### src/rtl/cc_clk_div_multi.sv
// N-channel phase-accumulator clock divider producing per-channel ICG enables.
// Increment changes are shadowed and only applied at a phase wrap, so output periods never glitch.
module cc_clk_div_multi #(
    parameter int   N_CH     = 4,
    parameter int   ACC_W    = 16,
    parameter logic DIS_PASS = 1'b1
) (
    input  logic                   clk,
    input  logic                   reset_n,
    input  logic [N_CH*ACC_W-1:0]  incr,
    input  logic [N_CH-1:0]        enable,
    input  logic [N_CH-1:0]        clear,
    output logic [N_CH-1:0]        cg_en,
    output logic [N_CH-1:0]        upd_pending
);

    for (genvar g = 0; g < N_CH; g++) begin : g_ch
        logic [ACC_W-1:0] incr_req;
        logic [ACC_W-1:0] acc_q, acc_d;
        logic [ACC_W-1:0] act_q, act_d;
        logic [ACC_W:0]   sum;
        logic             carry;
        logic             cg_q, cg_d;
        logic             upd_q, upd_d;

        assign incr_req = incr[g*ACC_W +: ACC_W];
        assign sum      = {1'b0, acc_q} + {1'b0, act_q};
        assign carry    = sum[ACC_W];

        always_comb begin
            acc_d = acc_q;
            act_d = act_q;
            cg_d  = cg_q;
            if (clear[g]) begin
                // A clear swallows any carry due on this edge.
                acc_d = '0;
                act_d = incr_req;
                cg_d  = enable[g] ? 1'b0 : DIS_PASS;
            end else if (!enable[g]) begin
                acc_d = '0;
                act_d = incr_req;
                cg_d  = DIS_PASS;
            end else begin
                acc_d = sum[ACC_W-1:0];
                cg_d  = carry;
                if (carry) begin
                    act_d = incr_req;
                end
            end
            upd_d = enable[g] & ~clear[g] & (incr_req != act_d);
        end

        always_ff @(posedge clk or negedge reset_n) begin
            if (!reset_n) begin
                acc_q <= '0;
                act_q <= '0;
                cg_q  <= 1'b0;
                upd_q <= 1'b0;
            end else begin
                acc_q <= acc_d;
                act_q <= act_d;
                cg_q  <= cg_d;
                upd_q <= upd_d;
            end
        end

        assign cg_en[g]       = cg_q;
        assign upd_pending[g] = upd_q;
    end

endmodule

### config.mk
export PLATFORM = sky130hd
export DESIGN_NAME = cc_clk_div_multi
export DESIGN_NICKNAME = d
export VERILOG_FILES = /design/src/rtl/cc_clk_div_multi.sv
export SDC_FILE = /design/constraint.sdc
export NUM_CORES = 1
export LEC_CHECK = 0
export BUFFER_PORTS_ARGS = -buffer_cell sky130_fd_sc_hd__buf_2
export CAP_MARGIN = 20
export CORE_UTILIZATION = 42
export CTS_BUF_LIST = sky130_fd_sc_hd__clkbuf_2 sky130_fd_sc_hd__clkbuf_4 sky130_fd_sc_hd__clkbuf_8
export DETAILED_ROUTE_END_ITERATION = 16
export GPL_TIMING_DRIVEN = 0
export PLACE_DENSITY = 0.59
export SLEW_MARGIN = 20
export SYNTH_ARGS = -nofsm -noshare
export SYNTH_HDL_FRONTEND = slang
export SYNTH_SLANG_ARGS = --single-unit
### constraint.sdc
create_clock -name clk -period 2.39 [get_ports clk]
set_clock_uncertainty 0.05 [all_clocks]
set_input_delay 0 -clock clk [delete_from_list [all_inputs] [get_ports clk]]
set_output_delay 0 -clock clk [all_outputs]
set_load 0.02 [all_outputs]
Word-level counts from Yosys, hierarchy flattened
Cells that the tools add are included.
{"block": "op_classes", "addsub": 4, "n_bitwise": 12, "mux": 32, "eq_ne": 4}
{"operator": "$mux 16", "count": 20}
{"operator": "$add 16x16->17", "count": 4}
{"operator": "$ne 16x16->1", "count": 4}
{"operator": "$mux 1", "count": 12}
{"operator": "$and 1x1->1", "count": 8}
{"operator": "$not 1->1", "count": 4}
{"block": "word_totals", "wordCells": 68, "regBits": 136, "out_inout_bits": 8}

Logic depth before layout (Yosys ltp)
Gate-level depths: netlist of run 1.
{"block": "logic_depth", "word_depth": 6, "ltp_mapped": 9, "mapped_depth_nobuf": 8}

Worst setup path before layout of run 1
Ideal clock, no wire load.
{"block": "synth_path", "kind": "flip-flop to flip-flop", "startpoint": "register g_ch[2].act_q[9]", "endpoint": "register g_ch[2].act_q[10]", "t_arrival_ns": 2.341, "period_less_slack_ns": 2.516, "required_time_ns": 2.215, "path_stages_with_launch": 7, "slack_ns": -0.126, "path_buffers": 1, "path_cell_list": "dfrtp_1 ha_1 a211o_1 a221o_1 o31ai_4 buf_8 mux2_4"}
{"block": "synth_via", "elab_chain_cells": 4}
{"element": "start: declaration", "line_no": "20", "rtl": "logic [ACC_W-1:0] act_q, act_d;"}
{"element": "start signal: assignment", "line_no": "61", "rtl": "act_q <= act_d;"}
{"element": "$add 16x16->17", "line_no": "27", "rtl": "assign sum = {1'b0, acc_q} + {1'b0, act_q};"}
{"element": "$mux 16", "line_no": "46", "rtl": "if (carry) begin"}
{"element": "$mux 16", "line_no": "39", "rtl": "end else if (!enable[g]) begin"}
{"element": "$mux 16", "line_no": "34", "rtl": "if (clear[g]) begin"}
{"element": "via g_ch[2].act_d[10]", "line_no": "20"}
The timed path passes the listed nets, and every way through them passes these cells.

Worst setup path in the final report of run 1
{"block": "layout_path", "startpoint": "register g_ch[2].act_q[9]", "endpoint": "register g_ch[2].act_q[6]"}
Same word-level chain as after synthesis.

==> results.md, run 1 <==
* Seq cells post-synth at 136
* Cell taking the most area after synthesis: dfrtp_1
* Final setup vio count at 31
* Met1 usage at 28.5%
* P_sw at approximately 4100 µW
* Clock transition at the registers of the reported paths at 0.08 ns
* Primary FF master, synth: dfrtp_1
* WP data required at 2.67 ns
* Gpl congestion at 0.791
* Combinational fraction of design power at 50.0%
* Post-Route WL at 21.4 mm
* Cell Area, Placed at 9500 µm²
* Async SR Flop Fraction at 100%
* Final Cycle Share at 103%
* Status: finished, violations left
* Distinct cells, synth at 58
* Post-synth net total at 970
* Clk network pwr share at roughly a fifth
* H-tree Lvls at 4
* Clock Tree Root: clkbuf_8
* PortBufs at 81
* Post-route cell area at 11500 µm²
* Post-synthesis sequential area ratio at 39.3%
* Worst skew pair latency at 0.45 ns
* Die area at 21200 µm²
* Static Leak at 0.00515 µW
* Pwr Total at 11100 µW
* Violated checks: design-rule violations, negative setup slack
* FILL cells at 1745
* Die height at 146 µm
* Synth top area share at roughly two fifths
* HPWL Detailed at 14.1 mm
* Largest cells by area after synthesis: dfrtp_1 39%, ha_1 9.2%, mux2_2 6.0%
* Via/cell ratio at ~5.3
* CTS Buf Count at 17
* P per Cell Area at 958 nW/µm²
* CTS tree: built
* Nets at 1192
* First-pass detailed-route iteration total at 10
* Register share of total power at between 30% and 40%
* Peak supply drop at about 0.6 mV
* CP endpoint kind: register
* Row count at 52
* Slowest-stage cell, CP: a221o_1
* CP peak stage delay at ~0.44 ns
* Sw Ratio at 37.4%
* Internal at 6920 µW
* Initial Util at around 43%
* Core area at 20200 µm²
* Die width at 146 µm
* Worst EP arrival at 2.74 ns
* Crit Path Class: register to register
* TritonCTS sink count at 136
* Crit start category: register
* Vias at 7114
* Max-cap viol count at 0
* DRC violations left at 1
* Syn Area/Cell at ~10 µm²
* Delay-heaviest family, CP: compound AO/OA/AOI/OAI gates
* Synth warnings at 0
* M3 GR Usage at 3.26%
* Area occupied by multi-input gates at 5490 µm²
* WP buf/inv at 1
* Total track usage at 20.8%
* DP Worst Slack at -0.479 ns
* Vias in the first global route at 7075
* Mapped Cells at 828
* Final worst setup slack at -0.0659 ns
* Grt peak-use layer: met2
* Layout Area Growth over Synthesis at 33.3%
* First-pass GRT wire length at 35.4 mm
* Hold/Removal Path Class: input port to async pin
* Final Hold Viols at 0
* Boundary Pins at slightly above 80
* FF/Latch Area at 3410 µm²
* Syn Std Cell Area at 8660 µm²
* Longest Clk Path Bufs at 2
* Antenna viol nets, final at 0
* Number of antenna violations at the first check in global routing at 1
* Layout cells sized above 1 at between 20 and 30%
* Grt ovf at 0
* CP Max Fanout at 5
* RSZ-0062 raised after global routing: true
* Top cells by count, synth: 136 x dfrtp_1, 64 x ha_1, 57 x nor2_1
* Met2 GRT Util at 34.1%
* Crit-path cells: ha_4 -> a211o_1 -> a221o_1 -> o31ai_4 -> buf_6 -> mux2_4
* Routed len/inst at 16.0 µm
* Slew margin rel. at 57.9%
* Fin util at around 57%
* Min cycle time layout at 2.46 ns
* Fin. max-slew vios at 0
* Largest net degree at the start of global routing at 72
* Fin Hold WS at roughly 0.022 ns
* DRT iter0 DRCs at between 300 and 400
* Worst-Margin Slew at about 0.63 ns
* Most common cell in the netlist: dfrtp_1
* Post-synth EDFFs at 0
* Fmax at 0.407 GHz
## timing repair
action	4_1_cts	5_1_grt
resized for setup	55	48
gates cloned	4	0
pin swaps	18	22
setup endpoints to repair	68	68
hold buffers	73	0
endpoints found under the hold margin	231	0
buffers inserted	38	14
## cells in the final DEF, fill, tap and decap left out, types with 16 or more instances in the layout
master and instances:
dfrtp_1 133, buf_2 81, dlygate4sd3_1 73, nor2_1 57, xnor2_1 51, buf_4 49, mux2_4 42, ha_1 40
a21oi_1 38, o21ai_0 37, nand2_1 36, xor2_1 33, o21a_1 30, nor3_1 26, mux2_2 22, clkbuf_8 19
inv_1 18, nand4_1 17, o211ai_1 16
## power by group through the flow
stage | logic, µW | registers (µW) | clock network, µW
global placement | 4540 | 3320 | 0
detailed placement | 4560 | 3330 | 0
floorplan | 3690 | 3190 | 0
global route | 6110 | 3400 | 2330
CTS | 5280 | 3300 | 2240
finish | 5530 | 3330 | 2190
## cell families after synthesis
group	synth area share (%)
multiplexers	9.52
adder cells (fa/ha/maj)	10.2
AO/OA/AOI/OAI	17.5
flip-flops	39.3
XOR/XNOR	8.50
buffers and inverters	2.59
AND/OR/NAND/NOR	12.4
## worst paths after layout
| check | start | slack (ns) | cells after the start | endpoint |
|---|---|---|---|---|
| worst max-delay path | g_ch[2].act_q[9] | -0.07 | 6 | g_ch[2].act_q[6] |
| worst min-delay path | reset_n | 0.02 | 2 | g_ch[0].act_q[12] |
| worst max register to register | g_ch[2].act_q[9] | -0.07 | 6 | g_ch[2].act_q[6] |
| worst min register to register | g_ch[0].act_q[2] | 0.51 | 1 | g_ch[0].act_q[2] |
| max in group asynchronous | reset_n | 1.51 | 3 | g_ch[3].act_q[9] |
| min in group clk | enable[0] | 0.23 | 3 | g_ch[0].cg_q |
## sequential cells by signal (all words and copies together), names as in the netlist
name        cells
g_ch.upd_q      4
g_ch.act_q     64
g_ch.cg_q       4
g_ch.acc_q     64
## layout make-up
type / instances / area share (%)
sequential: 136 / 29.5
clock inverter: 11 / 1.49
multi-input combinational: 649 / 47.6
buffer: 17 / 1.12
antenna: 1 / 0.0217
timing repair buffer: 209 / 14.3
clock buffer: 21 / 2.40
inverter: 20 / 0.651
tap: 270 / 2.93
## per-layer routing
| metal | share of wire, % | vias up |
|---|---|---|
| li1 | - | 3498 |
| met1 | 48 | 3461 |
| met2 | 48 | 132 |
| met3 | 2.9 | 23 |
| met4 | 1.3 | 0 |
| met5 | 0 | - |
## through the flow
| stage | cells | setup TNS, ns |
|---|---|---|
| 6_report | 1334 | -1.03 |
| 4_1_cts | 1323 | -2.52 |
| 2_1_floorplan | 828 | -1.50 |
| 3_5_place_dp | 1180 | -17.61 |
| 5_1_grt | 1334 | -4.13 |
| 3_3_place_gp | 1179 | -130.42 |
(Power assumes the default switching activity.)
==> run 2, diff against run 1 <==
--- a/config.mk
+++ b/config.mk
@@ -7,11 +7,11 @@
 export LEC_CHECK = 0
 export BUFFER_PORTS_ARGS = -buffer_cell sky130_fd_sc_hd__buf_2
 export CAP_MARGIN = 20
-export CORE_UTILIZATION = 42
+export CORE_UTILIZATION = 45
 export CTS_BUF_LIST = sky130_fd_sc_hd__clkbuf_2 sky130_fd_sc_hd__clkbuf_4 sky130_fd_sc_hd__clkbuf_8
 export DETAILED_ROUTE_END_ITERATION = 16
 export GPL_TIMING_DRIVEN = 0
-export PLACE_DENSITY = 0.59
+export PLACE_DENSITY = 0.63
 export SLEW_MARGIN = 20
 export SYNTH_ARGS = -nofsm -noshare
 export SYNTH_HDL_FRONTEND = slang
==> results.md, run 2 (synthesis results as in run 1) <==
* H-tree Lvls at 4 (unchanged)
* N_diodes at 0 (-1)
* Clock transition at the registers of the reported paths at 0.08 ns (about the same)
* Final Hold Viols at 0 (unchanged)
* Worst-Margin Slew at 0.619 ns (-0.0113 ns)
* Number of antenna violations at the first check in global routing at 0 (-1)
* Register share of total power at 30.1% (about the same)
* Fmax at 0.411 GHz (+1.0%)
* Delay-heaviest family, CP: compound AO/OA/AOI/OAI gates
* Die height at 141 µm (-3.3%)
* Post-route cell area at 11400 µm² (-0.79%)
* Clk network pwr share at 20.2% (+0.4 points)
* Crit start category: register
* WP data required at 2.68 ns (about the same)
* DRC violations left at 0 (-1)
* Routed len/inst at 16.4 µm (+2.1%)
* WP depth at 6 (unchanged)
* Antenna viol nets, final at 0 (unchanged)
* First-pass detailed-route iteration total at 4 (-6)
* Boundary Pins at 82 (unchanged)
* Grt ovf at 0 (unchanged)
* Crit. Startpoint: g_ch[2].act_q[13]
* Most frequent cells in the layout: 131 x dfrtp_1, 81 x buf_2, 73 x dlygate4sd3_1, 57 x nor2_1, 51 x xnor2_1
* Clock Tree Root: clkbuf_8
* First-pass GRT wire length at 34.9 mm (-1.4%)
* Largest net degree at the start of global routing at 70 (-2.8%)
* Die area at 19800 µm² (-6.6%)
* P per Cell Area at 974 nW/µm² (+1.7%)
* Violated checks: negative setup slack
* CTS Buf Count at 17 (unchanged)
* Internal at 6970 µW (+0.68%)
* PortBufs at 81 (unchanged)
* P_sw at 4180 µW (+1.2%)
* Fin. max-slew vios at 0 (unchanged)
* CP endpoint: g_ch[2].act_q[8]
* Combinational fraction of design power at 49.7% (-0.3 points)
* Final Cycle Share at 102% (-1.0 points)
* Longest Clk Path Bufs at 2 (unchanged)
* Max-cap viol count at 0 (unchanged)
* Slowest-stage cell, CP: a2111o_1
* DRT iter0 DRCs at 381 (+19%)
* Nets at 1184 (-0.67%)
* Static Leak at 0.00511 µW (-0.67%)
* Die width at 141 µm (-3.3%)
* FILL cells at 1533 (-12%)
* Row count at 50 (-3.8%)
* Post-Route WL at 21.1 mm (-1.3%)
* Most common cell after layout, fill and taps aside: dfrtp_1
* WP buf/inv at 1 (unchanged)
* Final setup vio count at 22 (-29%)
* CP peak stage delay at 0.46 ns (+0.02 ns)
* DP Worst Slack at -0.443 ns (+0.0367 ns)
* Worst EP arrival at 2.72 ns (-0.02 ns)
* Gpl congestion at 0.854 (+8.0%)
* Status: finished, violations left
* Worst skew pair latency at 0.46 ns (about the same)
* CTS tree: built
* R2R cell count at 6 (unchanged)
* Layout Area Growth over Synthesis at 32.2%
* Layout cells sized above 1 at 28.1% (-0.54 points)
* Vias in the first global route at 7125 (+0.71%)
* Total track usage at 22.2% (+1.5 points)
* Initial Util at 46.1% (+3.3 points)
* TritonCTS sink count at 136 (unchanged)
* CP Max Fanout at 5 (unchanged)
* Worst flop-to-flop path startpoint: g_ch[2].act_q[13]
* Vias at 7066 (-0.67%)
* Flop2flop setup slack at -0.04 ns (+0.02 ns)
* Sw Ratio at 37.5% (+0.12 points)
* Cell Area, Placed at 9460 µm² (-0.47%)
* Slew margin rel. at 58.7% (+0.75 points)
* Min cycle time layout at 2.43 ns (-0.0248 ns)
* RSZ-0062 raised after global routing: true
* HPWL Detailed at 14.1 mm (-0.17%)
* Core area at 18800 µm² (-7.2%)
* Hold/Removal Path Class: input port to async pin
* Via/cell ratio at 5.48 (+2.8%)
* Peak supply drop at 0.507 mV (-15%)
* Final worst setup slack at -0.0411 ns (+0.0248 ns)
* Reg2reg end: g_ch[2].act_q[8]
* CP endpoint kind: register
* Largest registers: g_ch.acc_q: 64 flops, g_ch.act_q: 64 flops
* Crit-path cells: ha_4 -> a21o_1 -> a2111o_1 -> o31ai_4 -> buf_6 -> mux2_4
* Crit Path Class: register to register
[run 2: stage by stage]
step	cells	utilization, %	TNS, ns	hold slack (ns)	total power, µW
floorplan	828	-	-1.50	-0.346	6880
global placement	1143	50.2	-122.21	0.163	7860
detailed placement	1144	50.4	-18.13	-0.0429	7910
CTS	1283	59.9	-2.43	0.0504	10900
global route	1289	61.0	-3.18	0.0735	11900
finish	1289	61.0	-0.428	0.0345	11100
[run 2: worst min path at each step]
stage | from | to | slack, ns | cells after the start
6_report | reset_n | g_ch[0].acc_q[13] | 0.03 | 2
5_1_grt | reset_n | g_ch[0].acc_q[13] | 0.07 | 2
4_1_cts | reset_n | g_ch[0].acc_q[13] | 0.05 | 2
3_5_place_dp | reset_n | g_ch[0].acc_q[13] | -0.04 | 1
3_3_place_gp | enable[0] | g_ch[0].cg_q | 0.16 | 2
2_1_floorplan | reset_n | g_ch[0].acc_q[0] | -0.35 | 0
[run 2: worst reg2reg max path, delay by kind of cell, from the launching register on]
| kind | cells | cell delay (ns) |
|---|---|---|
| adder cells (fa/ha/maj) | 1 | 0.27 |
| AO/OA/AOI/OAI | 3 | 1.06 |
| multiplexers | 1 | 0.30 |
| buffers and inverters | 1 | 0.20 |
| flip-flops | 1 | 0.44 |
[run 2: layer usage]
layer | global-route usage [%] | wire length (µm) | vias to the layer above
met5 | 0 | 0 | -
met4 | 7.49 | 365 | 0
met3 | 3.50 | 568 | 28
met2 | 37.0 | 10000 | 132
met1 | 29.6 | 10100 | 3426
li1 | - | - | 3480
[run 2: what timing repair did]
item	CTS	global route
setup buffers	34	10
hold buffers	73	0
setup endpoints to repair	68	66
pin swaps	18	22
resized for setup	63	45
endpoints found under the hold margin	231	0
gates cloned	4	0
[run 2: area by class of cell]
type	count	area, µm²	share of cell area [%]
Multi-Input combinational cell	649	5500	48.1
Sequential cell	136	3410	29.8
Timing Repair Buffer	202	1590	13.8
Tap cell	234	293	2.56
Clock buffer	18	241	2.11
Clock inverter	14	223	1.95
Buffer	16	118	1.03
Inverter	20	75.1	0.656
[run 2: power by group through the flow]
stage / Combinational, µW / Clock, µW / Sequential [µW]
after floorplan: 3690 / 0 / 3190
after global placement: 4540 / 0 / 3320
after detailed placement: 4570 / 0 / 3340
after CTS: 5310 / 2310 / 3320
after global routing: 6100 / 2410 / 3430
final: 5540 / 2250 / 3350
